### src/rtl/riscv_ctrl_pkg.sv
// Shared control definitions: opcode values, FSM state encoding, op classes and
// the Moore strobe decode used by the multicycle controller.
package riscv_ctrl_pkg;

  localparam logic [6:0] OP_R      = 7'b0110011;
  localparam logic [6:0] OP_I      = 7'b0010011;
  localparam logic [6:0] OP_LOAD   = 7'b0000011;
  localparam logic [6:0] OP_STORE  = 7'b0100011;
  localparam logic [6:0] OP_BRANCH = 7'b1100011;
  localparam logic [6:0] OP_SYSTEM = 7'b1110011;
  localparam logic [6:0] OP_ZERO   = 7'h00;

  typedef enum logic [2:0] {
    ST_IDLE      = 3'd0,
    ST_FETCH     = 3'd1,
    ST_DECODE    = 3'd2,
    ST_EXECUTE   = 3'd3,
    ST_MEM       = 3'd4,
    ST_WRITEBACK = 3'd5,
    ST_HALT      = 3'd6
  } state_e;

  typedef enum logic [2:0] {
    OPC_NONE   = 3'd0,
    OPC_R      = 3'd1,
    OPC_I      = 3'd2,
    OPC_BRANCH = 3'd3,
    OPC_LOAD   = 3'd4,
    OPC_STORE  = 3'd5
  } op_class_e;

  typedef struct packed {
    logic fetch;
    logic decode;
    logic mem_read_en;
    logic dm_write_en;
    logic rf_write_en;
    logic finished;
  } strobes_t;

  function automatic logic is_mem_class(op_class_e cls);
    return (cls == OPC_LOAD) || (cls == OPC_STORE);
  endfunction

  // Strobes depend only on state and the latched class, never on live inputs.
  function automatic strobes_t decode_strobes(state_e st, op_class_e cls);
    strobes_t s;
    s = '0;
    case (st)
      ST_FETCH:     s.fetch = 1'b1;
      ST_DECODE:    s.decode = 1'b1;
      ST_MEM: begin
        s.mem_read_en = (cls == OPC_LOAD);
        s.dm_write_en = (cls == OPC_STORE);
      end
      ST_WRITEBACK: begin
        s.finished    = 1'b1;
        s.rf_write_en = (cls == OPC_R) || (cls == OPC_I) || (cls == OPC_LOAD);
      end
      default:      s = '0;
    endcase
    return s;
  endfunction

endpackage

### src/rtl/multicycle_control_classifier.sv
// Combinational opcode classifier: maps instr[6:0] to an op class plus
// halt / illegal indications for the DECODE state.
module opcode_classifier
  import riscv_ctrl_pkg::*;
(
  input  logic [6:0] opcode,
  output op_class_e  op_class,
  output logic       is_halt,
  output logic       is_illegal
);

  // NOTE: every output gets a default before the case so no latch is inferred.
  always_comb begin
    op_class   = OPC_NONE;
    is_halt    = 1'b0;
    is_illegal = 1'b0;
    case (opcode)
      OP_R:               op_class = OPC_R;
      OP_I:               op_class = OPC_I;
      OP_BRANCH:          op_class = OPC_BRANCH;
      OP_LOAD:            op_class = OPC_LOAD;
      OP_STORE:           op_class = OPC_STORE;
      OP_SYSTEM, OP_ZERO: is_halt  = 1'b1;
      default:            is_illegal = 1'b1;
    endcase
  end

endmodule

### src/rtl/multicycle_control.sv
// Multicycle control FSM: sequences fetch/decode/execute/mem/writeback, handles
// memory handshakes with timeout, halts on SYSTEM/zero/illegal and counts retires.
module multicycle_control
  import riscv_ctrl_pkg::*;
#(
  parameter int WORDSIZE    = 64,
  parameter int CNT_WIDTH   = WORDSIZE,
  parameter int MEM_TIMEOUT = 16
) (
  input  logic                 clk,
  input  logic                 rst,
  input  logic                 start,
  input  logic [6:0]           opcode,
  input  logic                 mem_ready,
  output logic                 fetch,
  output logic                 decode,
  output logic                 dm_write_en,
  output logic                 mem_read_en,
  output logic                 rf_write_en,
  output logic                 finished,
  output logic                 halted,
  output logic                 illegal_instr,
  output logic                 bus_error,
  output logic [CNT_WIDTH-1:0] instret,
  output logic [2:0]           state_dbg
);

  localparam int              TO_W    = $clog2(MEM_TIMEOUT + 1);
  localparam logic [TO_W-1:0] TO_LAST = TO_W'(MEM_TIMEOUT - 1);

  state_e               state_q, state_d;
  op_class_e            op_class_q, op_class_d;
  logic [TO_W-1:0]      cnt_q, cnt_d;
  logic [CNT_WIDTH-1:0] instret_q, instret_d;
  strobes_t             strobes_q, strobes_d;
  logic                 halted_q, halted_d;
  logic                 illegal_q, illegal_d;
  logic                 bus_err_q, bus_err_d;

  op_class_e dec_class;
  logic      dec_halt;
  logic      dec_illegal;

  opcode_classifier u_classifier (
    .opcode     (opcode),
    .op_class   (dec_class),
    .is_halt    (dec_halt),
    .is_illegal (dec_illegal)
  );

  always_comb begin
    state_d    = state_q;
    op_class_d = op_class_q;
    cnt_d      = cnt_q;
    instret_d  = instret_q;
    illegal_d  = illegal_q;
    bus_err_d  = bus_err_q;
    case (state_q)
      ST_IDLE:   if (start) state_d = ST_FETCH;
      ST_FETCH:  state_d = ST_DECODE;
      ST_DECODE: begin
        op_class_d = dec_class;
        if (dec_halt || dec_illegal) begin
          state_d   = ST_HALT;
          illegal_d = illegal_q | dec_illegal;
        end else begin
          state_d = ST_EXECUTE;
        end
      end
      ST_EXECUTE: begin
        cnt_d   = '0;
        state_d = is_mem_class(op_class_q) ? ST_MEM : ST_WRITEBACK;
      end
      ST_MEM: begin
        if (mem_ready) begin
          state_d = ST_WRITEBACK;
        end else if (cnt_q == TO_LAST) begin
          state_d   = ST_HALT;
          bus_err_d = 1'b1;
        end else begin
          cnt_d = cnt_q + TO_W'(1);
        end
      end
      ST_WRITEBACK: begin
        instret_d = instret_q + CNT_WIDTH'(1);
        state_d   = ST_FETCH;
      end
      ST_HALT:   state_d = ST_HALT;
      default:   state_d = ST_IDLE;
    endcase
    // Outputs are registered from the next state so they line up with state_q.
    strobes_d = decode_strobes(state_d, op_class_d);
    halted_d  = (state_d == ST_HALT);
  end

  // NOTE: sequential state uses non-blocking assignments only.
  always_ff @(posedge clk or posedge rst) begin
    if (rst) begin
      state_q    <= ST_IDLE;
      op_class_q <= OPC_NONE;
      cnt_q      <= '0;
      instret_q  <= '0;
      strobes_q  <= '0;
      halted_q   <= 1'b0;
      illegal_q  <= 1'b0;
      bus_err_q  <= 1'b0;
    end else begin
      state_q    <= state_d;
      op_class_q <= op_class_d;
      cnt_q      <= cnt_d;
      instret_q  <= instret_d;
      strobes_q  <= strobes_d;
      halted_q   <= halted_d;
      illegal_q  <= illegal_d;
      bus_err_q  <= bus_err_d;
    end
  end

  assign fetch         = strobes_q.fetch;
  assign decode        = strobes_q.decode;
  assign mem_read_en   = strobes_q.mem_read_en;
  assign dm_write_en   = strobes_q.dm_write_en;
  assign rf_write_en   = strobes_q.rf_write_en;
  assign finished      = strobes_q.finished;
  assign halted        = halted_q;
  assign illegal_instr = illegal_q;
  assign bus_error     = bus_err_q;
  assign instret       = instret_q;
  assign state_dbg     = state_q;

endmodule

### config.mk
export PLATFORM = sky130hd
export DESIGN_NAME = multicycle_control
export DESIGN_NICKNAME = d
export VERILOG_FILES = /design/src/rtl/riscv_ctrl_pkg.sv /design/src/rtl/multicycle_control_classifier.sv /design/src/rtl/multicycle_control.sv
export SDC_FILE = /design/constraint.sdc
export NUM_CORES = 1
export LEC_CHECK = 0
export BUFFER_PORTS_ARGS = -buffer_cell sky130_fd_sc_hd__buf_2
export CORE_MARGIN = 2
export CORE_UTILIZATION = 55
export CTS_BUF_LIST = sky130_fd_sc_hd__clkbuf_8
export DETAILED_ROUTE_END_ITERATION = 8
export GPL_ROUTABILITY_DRIVEN = 0
export GPL_TIMING_DRIVEN = 0
export MAX_ROUTING_LAYER = met4
export PLACE_DENSITY = 0.81
export SETUP_SLACK_MARGIN = 0.1
export SYNTH_ARGS = -nofsm -noshare
export SYNTH_HDL_FRONTEND = slang
export SYNTH_SLANG_ARGS = --single-unit
### constraint.sdc
create_clock -name clk -period 2.7 [get_ports clk]
set_input_delay 0.135 -clock clk [delete_from_list [all_inputs] [get_ports clk]]
set_output_delay 0.135 -clock clk [all_outputs]
set_load 0.005 [all_outputs]
After elaboration in Yosys (flattened, before gate mapping)
Index checks and enable logic that the tools add are counted.
{"block": "word_totals", "elab_cells": 72, "mem_count": 0, "regBits": 84, "output_inout_bits": 76, "latch_bits": 0, "romBits": 0, "in_bits": 11, "mem_bits_rw": 0}
{"block": "classes", "bitwise": 2, "reduce_logical": 12, "div": 0, "mux": 17, "n_mul": 0, "n_lt_le_gt_ge": 0, "eq_ne": 26, "addsub": 2, "shift": 0}
{"op": "64-bit by 1-bit adder with 64-bit output, second input constant", "count": 1}
{"op": "3-bit == test, second input constant", "count": 10}
{"op": "3-bit case mux with 7 select lines", "count": 1}
{"op": "3-bit 2-to-1 mux", "count": 5}
{"op": "3-bit case mux with 5 select lines", "count": 1}
{"op": "7-bit by 6-bit == test with 1-bit output, second input constant", "count": 2}
{"op": "7-bit == test, second input constant", "count": 2}
{"op": "3-bit by 2-bit == test with 1-bit output, second input constant", "count": 4}
{"op": "5-bit 2-to-1 mux", "count": 2}
{"op": "5-bit case mux with 2 select lines", "count": 1}
{"op": "3-bit by 1-bit == test with 1-bit output, second input constant", "count": 3}
{"op": "7-bit by 2-bit == test with 1-bit output, second input constant", "count": 1}
{"op": "7-bit by 5-bit == test with 1-bit output, second input constant", "count": 1}
{"op": "7-bit logical NOT", "count": 1}
{"op": "7-bit OR reduction", "count": 1}
{"op": "3-bit AND reduction", "count": 2}
{"op": "5-bit by 1-bit adder with 5-bit output, second input constant", "count": 1}
{"op": "5-bit by 4-bit == test with 1-bit output, second input constant", "count": 1}
{"op": "1-bit 2-to-1 mux", "count": 5}
{"op": "1-bit logical OR", "count": 4}
{"op": "2-bit 2-to-1 mux", "count": 2}
{"op": "2-bit != test, second input constant", "count": 2}
{"op": "3-bit logical NOT", "count": 1}
{"op": "2-bit AND reduction", "count": 1}
{"op": "4 further kinds", "count": 4}

Longest topological paths before layout
Gate-level depths: netlist (run 1).
{"block": "depth", "ltp_word": 8, "ltp_mapped": 8, "mapped_depth_nobuf": 8}

Modules after synthesis
Synthesis (run 1) repeated with hierarchy kept, for this count alone.
{"block": "unflattened", "cells_unflattened": 366, "area_unflattened_um2": 3980.1}
{"module": "multicycle_control", "n_inst": 1, "seq_area_each_um2": 2102.0, "area_each_um2": 3881.2, "cells_per_inst": 348}
{"module": "opcode_classifier", "n_inst": 1, "seq_area_each_um2": 0.0, "area_each_um2": 98.8, "cells_per_inst": 18}

Worst setup path after synthesis (run 1)
OpenSTA, ideal clock, no wires.
{"block": "synth_timing", "path_type": "reg2reg", "startpoint": "register state_q[1], in the netlist state_dbg[1]", "endpoint": "register instret_q[45], in the netlist instret[45]", "stages_incl_launch_ff": 6, "path_buffers": 0, "synth_period_minus_slack_ps": 2092, "path_slack_ps": 608, "required_time_ps": 2576, "arrival_time_ps": 1968, "cell_sequence": "dfrtp_1 nand3b_4 or4_4 or4_1 or3_1 xnor2_1"}
{"block": "synth_between", "elab_chain_len": 1}
{"item": "start, declared", "line": "multicycle_control.sv:31", "text": "state_e state_q, state_d;"}
{"item": "start signal, assigned", "line": "multicycle_control.sv:108", "text": "state_q <= state_d;"}
{"item": "3-bit == test", "line": "multicycle_control.sv:58", "text": "case (state_q)"}
{"item": "end signal, assigned", "line": "multicycle_control.sv:111", "text": "instret_q <= instret_d;"}
{"item": "end, declared", "line": "multicycle_control.sv:34", "text": "logic [CNT_WIDTH-1:0] instret_q, instret_d;"}
Every way passes these cells.
A chain may end at the register's enable or synchronous reset.

Worst setup path in the final report (run 1)
{"block": "layout_timing", "startpoint": "register state_q[2], in the netlist state_dbg[2]", "endpoint": "register instret_q[44], in the netlist instret[44]"}
The elaborated chain is that of the path after synthesis.

==> qor.yml, run 1 <==
seq_area_um2: 2100
cts_tree: "yes"
h-tree-depth: 3
die_height_um: 89.0
final_max_slew_viol_count: 0
reg2reg_from: "state_dbg[2]$_DFF_PP0_"
place_inst: 564
worstHoldPathCells: 3
power_density_nw_per_um2: 615
drc_errors: 0
dpl_cell_area_um2: 4550
clk_pin_slew_ns: 0.08
synth_warnings: 0
ir_worst_vdd_uv: 444
rsz0062_at_grt: "true"
min-delay-path-class: "in -> reg"
cp_data_arrival_time_ns: 2.81
io_pins: 87
multi_input_comb_area_um2: 1800
first_iter_violations: 139
synth_ff_type: "dfrtp_1"
p_leak_nw: 2.41
status: "completed"
rows: 30
postLayoutCellArea_um2: 4750
cts_made_buffers: 9
crit_end: "instret[44]$_DFFE_PP0N_"
fillers: 582
cp_max_fo: 10
clockBufferDepth: 2
cp-startpoint: "state_dbg[2]$_DFF_PP0_"
grt_overflow_total: 0
dp_worst_setup_slack_ns: 0.170
hold_viol_final: 0
final_cells: 579
cap_violations: 0
syn_area_um2: 3980
grt_max_degree: 45
synth_cells: 381
grt_pass1_vias: 3061
fin_ws_ns: 0.163
worstReg2RegEnd: "instret[44]$_DFFE_PP0N_"
period_share_pct: 94.0
synthArstFlopShare_pct: 100
coreArea_um2: 6910
slew_headroom_pct: 50.8
firstDrtPassIters: 6
r2r_cells: 6
antenna_found_initial: 0
finalNetCount: 494
tightestPinTransition_ns: 0.731
avgSynthCellArea_um2: 10.4
setup.worst_path.start_class: "flop"
max_freq_ghz: 0.394
synth_edf_count: 0
synth-seq-cells: 84
min_period_ns: 2.54
via_count: 3209
setup_tns_ns: 0
die_w_um: 89.0
diodes: 0
syn_to_final_growth_pct: 19.5
endpoint_kind: "flop"
cts-root-buf: "clkbuf_8"
avgViaCountPerCell: 5.54
ant_nets: 0
dpl.hpwl_um: 6410
cp.required_ns: 2.98
dieArea_um2: 7920
clock_latency_ns: 0.36
routedWlPerCell_um: 15.3
grt_pass1_wl_um: 14200
final-setup-viol-count: 0
path_class: "reg -> reg"
io_buffers: 86
routed_wl_um: 8850
finClkSkew_ns: 0.0104
drive_gt1_share_pct: 25.7
initial_core_util_pct: 57.6
yosysUniqueCellTypes: 49
grt.total_usage_pct: 23.9
syn_nets: 395
cts.sinks: 84
reg2reg_slack_ns: 0.16
synth-seq-area-share_pct: 52.9
## synthesized netlist by cell type (2+ instances only)
| cell | count | area, um^2 |
|---|---|---|
| dfrtp_1 | 84 | 2100 |
| nand2_1 | 44 | 165 |
| xnor2_1 | 44 | 385 |
| nor2_1 | 38 | 143 |
| nand4_1 | 30 | 188 |
| xor2_1 | 22 | 193 |
| nand3_1 | 17 | 85.1 |
| inv_1 | 14 | 52.6 |
| and3_1 | 8 | 50.1 |
| nor3_1 | 8 | 40.0 |
| nor4_1 | 7 | 43.8 |
| o21ai_0 | 6 | 30.0 |
| a21oi_1 | 4 | 20.0 |
| buf_2 | 4 | 20.0 |
| or4_1 | 4 | 30.0 |
| and3b_1 | 3 | 26.3 |
| ha_1 | 3 | 37.5 |
| nand2b_1 | 3 | 18.8 |
| a211o_1 | 2 | 17.5 |
| a31o_2 | 2 | 17.5 |
| clkbuf_1 | 2 | 7.51 |
| nor3_2 | 2 | 20.0 |
| or2_2 | 2 | 12.5 |
| or3_1 | 2 | 12.5 |
| or4_4 | 2 | 22.5 |
## timing repair
item,in CTS,in global routing
resized for setup,0,2
endpoints found under the setup margin,0,9
hold buffers,1,0
hold endpoints to repair,40,0
buffers inserted,0,0
## state kept, by name (all words and copies together), names as in the netlist
signal         cells
mem_read_en        1
bus_error          1
fetch              1
dm_write_en        1
op_class_q         3
cnt_q              5
decode             1
rf_write_en        1
illegal_instr      1
halted             1
instret           64
state_dbg          3
finished           1
## area by class of cell
type | count | share of cell area [%]
multi-input combinational | 276 | 38.0
sequential | 84 | 44.3
inverter | 14 | 1.16
clock buffer | 12 | 3.48
clock inverter | 2 | 0.211
tap | 96 | 2.53
timing repair buffer | 88 | 9.70
buffer | 7 | 0.685
## power by group
group / internal [mW] / leakage, nW / switching, mW
Sequential: 1.38 / 1.15 / 0.122
Clock: 0.397 / 0.0941 / 0.428
Combinational: 0.256 / 1.17 / 0.334
## kinds of logic (layout without fill, tap and decap cells)
group                    after synthesis  after routing  synth area share (%)
AO/OA/AOI/OAI                         22             22                  3.68
flip-flops                            84             84                  52.9
AND/OR/NAND/NOR                      184            184                  25.5
multiplexers                           1              1                 0.283
XOR/XNOR                              66             66                  14.5
buffers and inverters                 21            123                  2.14
adder cells (fa/ha/maj)                3              3                 0.944
## worst min path at each step
stage,start,endpoint,slack [ns]
6_report,start,fetch$_DFF_PP0_,0.03
3_5_place_dp,rst,instret[57]$_DFFE_PP0N_,0.21
3_3_place_gp,start,fetch$_DFF_PP0_,0.40
4_1_cts,start,fetch$_DFF_PP0_,0.04
2_1_floorplan,opcode[4],op_class_q[2]$_DFF_PP0_,0.27
5_1_grt,start,fetch$_DFF_PP0_,0.06
## per-stage QoR
step	utilization (%)	power [mW]	hold WS, ns
global placement	65.5	2.09	0.405
CTS	68.5	2.93	0.0364
finish	68.8	2.92	0.0310
global route	68.8	3.07	0.0613
floorplan	-	1.90	0.272
detailed placement	65.9	2.12	0.209
## worst max-delay path: stages (launching register included)
cell	delay, ns
dfrtp_1	0.45
buf_2	0.25
nand4b_1	0.34
nor3_1	0.56
nand3b_1	0.36
nor3_1	0.30
xor2_1	0.20
## cells in the final DEF (no fill, tap or decap), types with 12 or more instances in the layout
cell type / netlist / final
buf_2: 4 / 90
xor2_1: 22 / 22
clkbuf_8: 0 / 12
nand2_1: 44 / 44
nand3_1: 17 / 17
inv_1: 14 / 13
xnor2_1: 44 / 44
nand4_1: 30 / 30
dfrtp_1: 84 / 84
nor2_1: 38 / 38
## layer usage
layer  vias up  GRT usage, %  part of all wire, %
li1       1520             -                    -
met5         -             -                    0
met2       114          39.1                   50
met3         8          4.25                  6.5
met1      1567          30.2                   43
met4         0          8.01                  1.0
No activity file was read; power rests on OpenSTA's default activity.
==> run 2, diff against run 1 <==
--- a/config.mk
+++ b/config.mk
@@ -5,6 +5,7 @@
 export SDC_FILE = /design/constraint.sdc
 export NUM_CORES = 1
 export LEC_CHECK = 0
+export ABC_AREA = 1
 export BUFFER_PORTS_ARGS = -buffer_cell sky130_fd_sc_hd__buf_2
 export CORE_MARGIN = 2
 export CORE_UTILIZATION = 55
@@ -12,8 +13,9 @@
 export DETAILED_ROUTE_END_ITERATION = 8
 export GPL_ROUTABILITY_DRIVEN = 0
 export GPL_TIMING_DRIVEN = 0
+export HOLD_SLACK_MARGIN = 0.12
 export MAX_ROUTING_LAYER = met4
-export PLACE_DENSITY = 0.81
+export PLACE_DENSITY = 0.79
 export SETUP_SLACK_MARGIN = 0.1
 export SYNTH_ARGS = -nofsm -noshare
 export SYNTH_HDL_FRONTEND = slang
==> run 2 against run 1 <==
Die area is 23% higher. Synthesized cell count is 85% higher. Power is 7.1% higher. Combinational power is 5.6% higher. Utilization is 2.0 points lower. Global-route usage is 5.4 points higher. Routed wire length is 49% higher. Clock power is 25% higher. First-iteration DRC count grew to 2.9 times the previous value. Sequential power hardly changed. Count of clock-buffer cells in the layout is 2 lower. Largest cell class is now multi-input gates. Largest power group unchanged.
==> qor.yml, run 2 <==
clk_pin_slew_ns: 0.08  # about the same
routed_wl_um: 13200  # +49%
pwr-share-seq_pct: 47.2  # -4.3 points
cts.sinks: 84  # unchanged
place_inst: 899  # +59%
yosysTopAreaCell: "dfrtp_1"
postLayoutCellArea_um2: 5790  # +22%
die_w_um: 98.6  # +11%
dieArea_um2: 9720  # +23%
dpl.hpwl_um: 10300  # +61%
clockPowerShare_pct: 32.9  # +4.7 points
p_comb_share_pct: 19.9  # -0.3 points
min-delay-path-class: "in -> reg"
synthMostInstantiatedCell: "nand2_1"
via_count: 4976  # +55%
final_common_cell: "nand2_1"
cts_tree: "yes"
avgViaCountPerCell: 5.41  # -2.4%
yosysTopAreaCellShare_pct: 42.7  # -10 points
coreArea_um2: 8680  # +26%
cp.required_ns: 2.95  # -0.03 ns
multi_input_comb_area_um2: 2540  # +41%
synth-seq-area-share_pct: 42.7  # -10 points
final_max_slew_viol_count: 0  # unchanged
setup.worst_path.start_class: "flop"
largest_reg_flops: 64  # unchanged
period_share_pct: 82.8  # -11 points
drive_gt1_share_pct: 15.3  # -10 points
seq_area_um2: 2100  # unchanged
initial_core_util_pct: 56.7  # -0.88 points
syn_to_final_growth_pct: 17.7
fin_util_pct: 66.7  # -2.0 points
cap_violations: 0  # unchanged
synth-seq-cells: 84  # unchanged
grt.total_usage_pct: 29.3  # +5.4 points
synth_edf_count: 0  # unchanged
layout_common_cells: "nand2_1 (256), nor2_1 (140), buf_2 (88)"
synth_cells: 704  # +85%
power.switching_fraction_pct: 32.3  # +2.0 points
slew_headroom_pct: 60.4  # +9.6 points
drc_errors: 0  # unchanged
firstDrtPassIters: 5  # -1
io_pins: 87  # unchanged
fin_ws_ns: 0.465  # +0.302 ns
avgSynthCellArea_um2: 6.99  # -33%
h-tree-depth: 3  # unchanged
first_iter_violations: 405  # +190%
finClkSkew_ns: 0.0124  # +0.00208 ns
fillers: 784  # +35%
tightestPinTransition_ns: 0.594  # -0.137 ns
yosysUniqueCellTypes: 32  # -35%
grt_overflow_total: 0  # unchanged
power_density_nw_per_um2: 540  # -12%
endpoint_kind: "flop"
clock_latency_ns: 0.37  # about the same
hold_viol_final: 0  # unchanged
diodes: 0  # unchanged
p_leak_nw: 2.78  # +15%
rows: 34  # +13%
die_height_um: 98.6  # +11%
dpl_cell_area_um2: 5510  # +21%
synth_area_leaders: "dfrtp_1 (43%), nand2_1 (20%), nor2_1 (11%), inv_1 (5.1%), xnor2_1 (3.7%)"
synthArstFlopShare_pct: 100  # unchanged
ant_nets: 0  # unchanged
ys_top_cells_by_count: "nand2_1 (256), nor2_1 (140), dfrtp_1 (84)"
syn_nets: 718  # +82%
min_period_ns: 2.24  # -0.302 ns
cts-root-buf: "clkbuf_8"
cp_max_fo: 7  # -3
clockBufferDepth: 2  # unchanged
final_cells: 920  # +59%
routedWlPerCell_um: 14.4  # -6.1%
ir_worst_vdd_uv: 519  # +17%
synth_ff_type: "dfrtp_1"
max_freq_ghz: 0.447  # +14%
p_sw_mw: 1.01  # +14%
grt_pass1_vias: 4837  # +58%
dp_worst_setup_slack_ns: 0.523  # +0.353 ns
p_int_mw: 2.12  # +4.0%
antenna_found_initial: 0  # unchanged
grt_pass1_wl_um: 22400  # +58%
grt_max_degree: 54  # +20%
synth_warnings: 0  # unchanged
status: "completed"
syn_area_um2: 4920  # +24%
io_buffers: 86  # unchanged
finalNetCount: 821  # +66%
path_class: "reg -> reg"
cts_made_buffers: 9  # unchanged
cp_data_arrival_time_ns: 2.49  # -0.32 ns
final-setup-viol-count: 0  # unchanged
rsz0062_at_grt: "false"
fin_total_pwr_mw: 3.13  # +7.1%
==> run 2: worst max-delay path: stages, from the launching register on <==
cell,delay [ns]
dfrtp_1,0.47
ha_1,0.27
inv_1,0.11
nor2_1,0.25
nand2_1,0.08
nor2_1,0.15
nand4_1,0.24
nor2_1,0.36
nand2_1,0.09
nand2_1,0.07
nand2_1,0.05
==> run 2: repair_timing <==
action                    4_1_cts  5_1_grt
resized for setup               0        0
hold endpoints to repair       35        0
hold buffers                    5        0
setup buffers                   0        0
==> run 2: through the flow <==
| step | hold slack (ns) | TNS (ns) |
|---|---|---|
| after floorplan | 0.289 | 0 |
| after global placement | 0.411 | -45.81 |
| after detailed placement | 0.169 | 0 |
| after CTS | 0.142 | 0 |
| after global routing | 0.191 | 0 |
| final | 0.144 | 0 |
==> run 2: power groups by stage <==
stage / Clock, mW / Combinational [mW] / Sequential [mW]
global route: 1.09 / 0.701 / 1.50
finish: 1.03 / 0.623 / 1.48
floorplan: 0 / 0.385 / 1.49
detailed placement: 0 / 0.614 / 1.50
global placement: 0 / 0.582 / 1.49
CTS: 1.04 / 0.622 / 1.48
==> run 2: kinds of logic (layout without fill, tap and decap cells) <==
group           count (synthesis)  after routing  synth area share, %
xor+xnor                       40             40                 7.12
simple gates                  480            480                 40.9
compound gates                 24             24                 2.70
mux                             1              1                0.204
fa+ha+maj                       3              3                0.763
flops                          84             84                 42.7
buf+inv                        72            180                 5.55
==> run 2: cell type report <==
class                      count  area share [%]
inverter                      69            4.52
buffer                         3           0.238
clock buffer                  10            2.38
sequential                    84            36.3
clock inverter                 6            1.53
tap                          108            2.33
timing repair buffer          92            8.77
multi-input combinational    548            43.9
==> run 2: path summary, 6_finish.rpt <==
path | from | end | slack [ns] | cells after the start
max | instret[0]$_DFFE_PP0N_ | instret[52]$_DFFE_PP0N_ | 0.46 | 10
min | opcode[5] | op_class_q[0]$_DFF_PP0_ | 0.14 | 3
max reg2reg | instret[0]$_DFFE_PP0N_ | instret[52]$_DFFE_PP0N_ | 0.46 | 10
min reg2reg | bus_error$_DFFE_PP0P_ | bus_error$_DFFE_PP0P_ | 0.47 | 2
max in group asynchronous | rst | instret[10]$_DFFE_PP0N_ | 1.79 | 4
min in group asynchronous | rst | instret[41]$_DFFE_PP0N_ | 0.31 | 3
==> run 2: layer usage <==
| layer | GRT usage [%] | vias to the layer above | routed length, um |
|---|---|---|---|
| met4 | 13.0 | 0 | 431 |
| met1 | 37.8 | 2316 | 5630 |
| li1 | - | 2407 | - |
| met2 | 46.7 | 220 | 6300 |
| met3 | 3.97 | 33 | 847 |
| met5 | - | - | 0 |
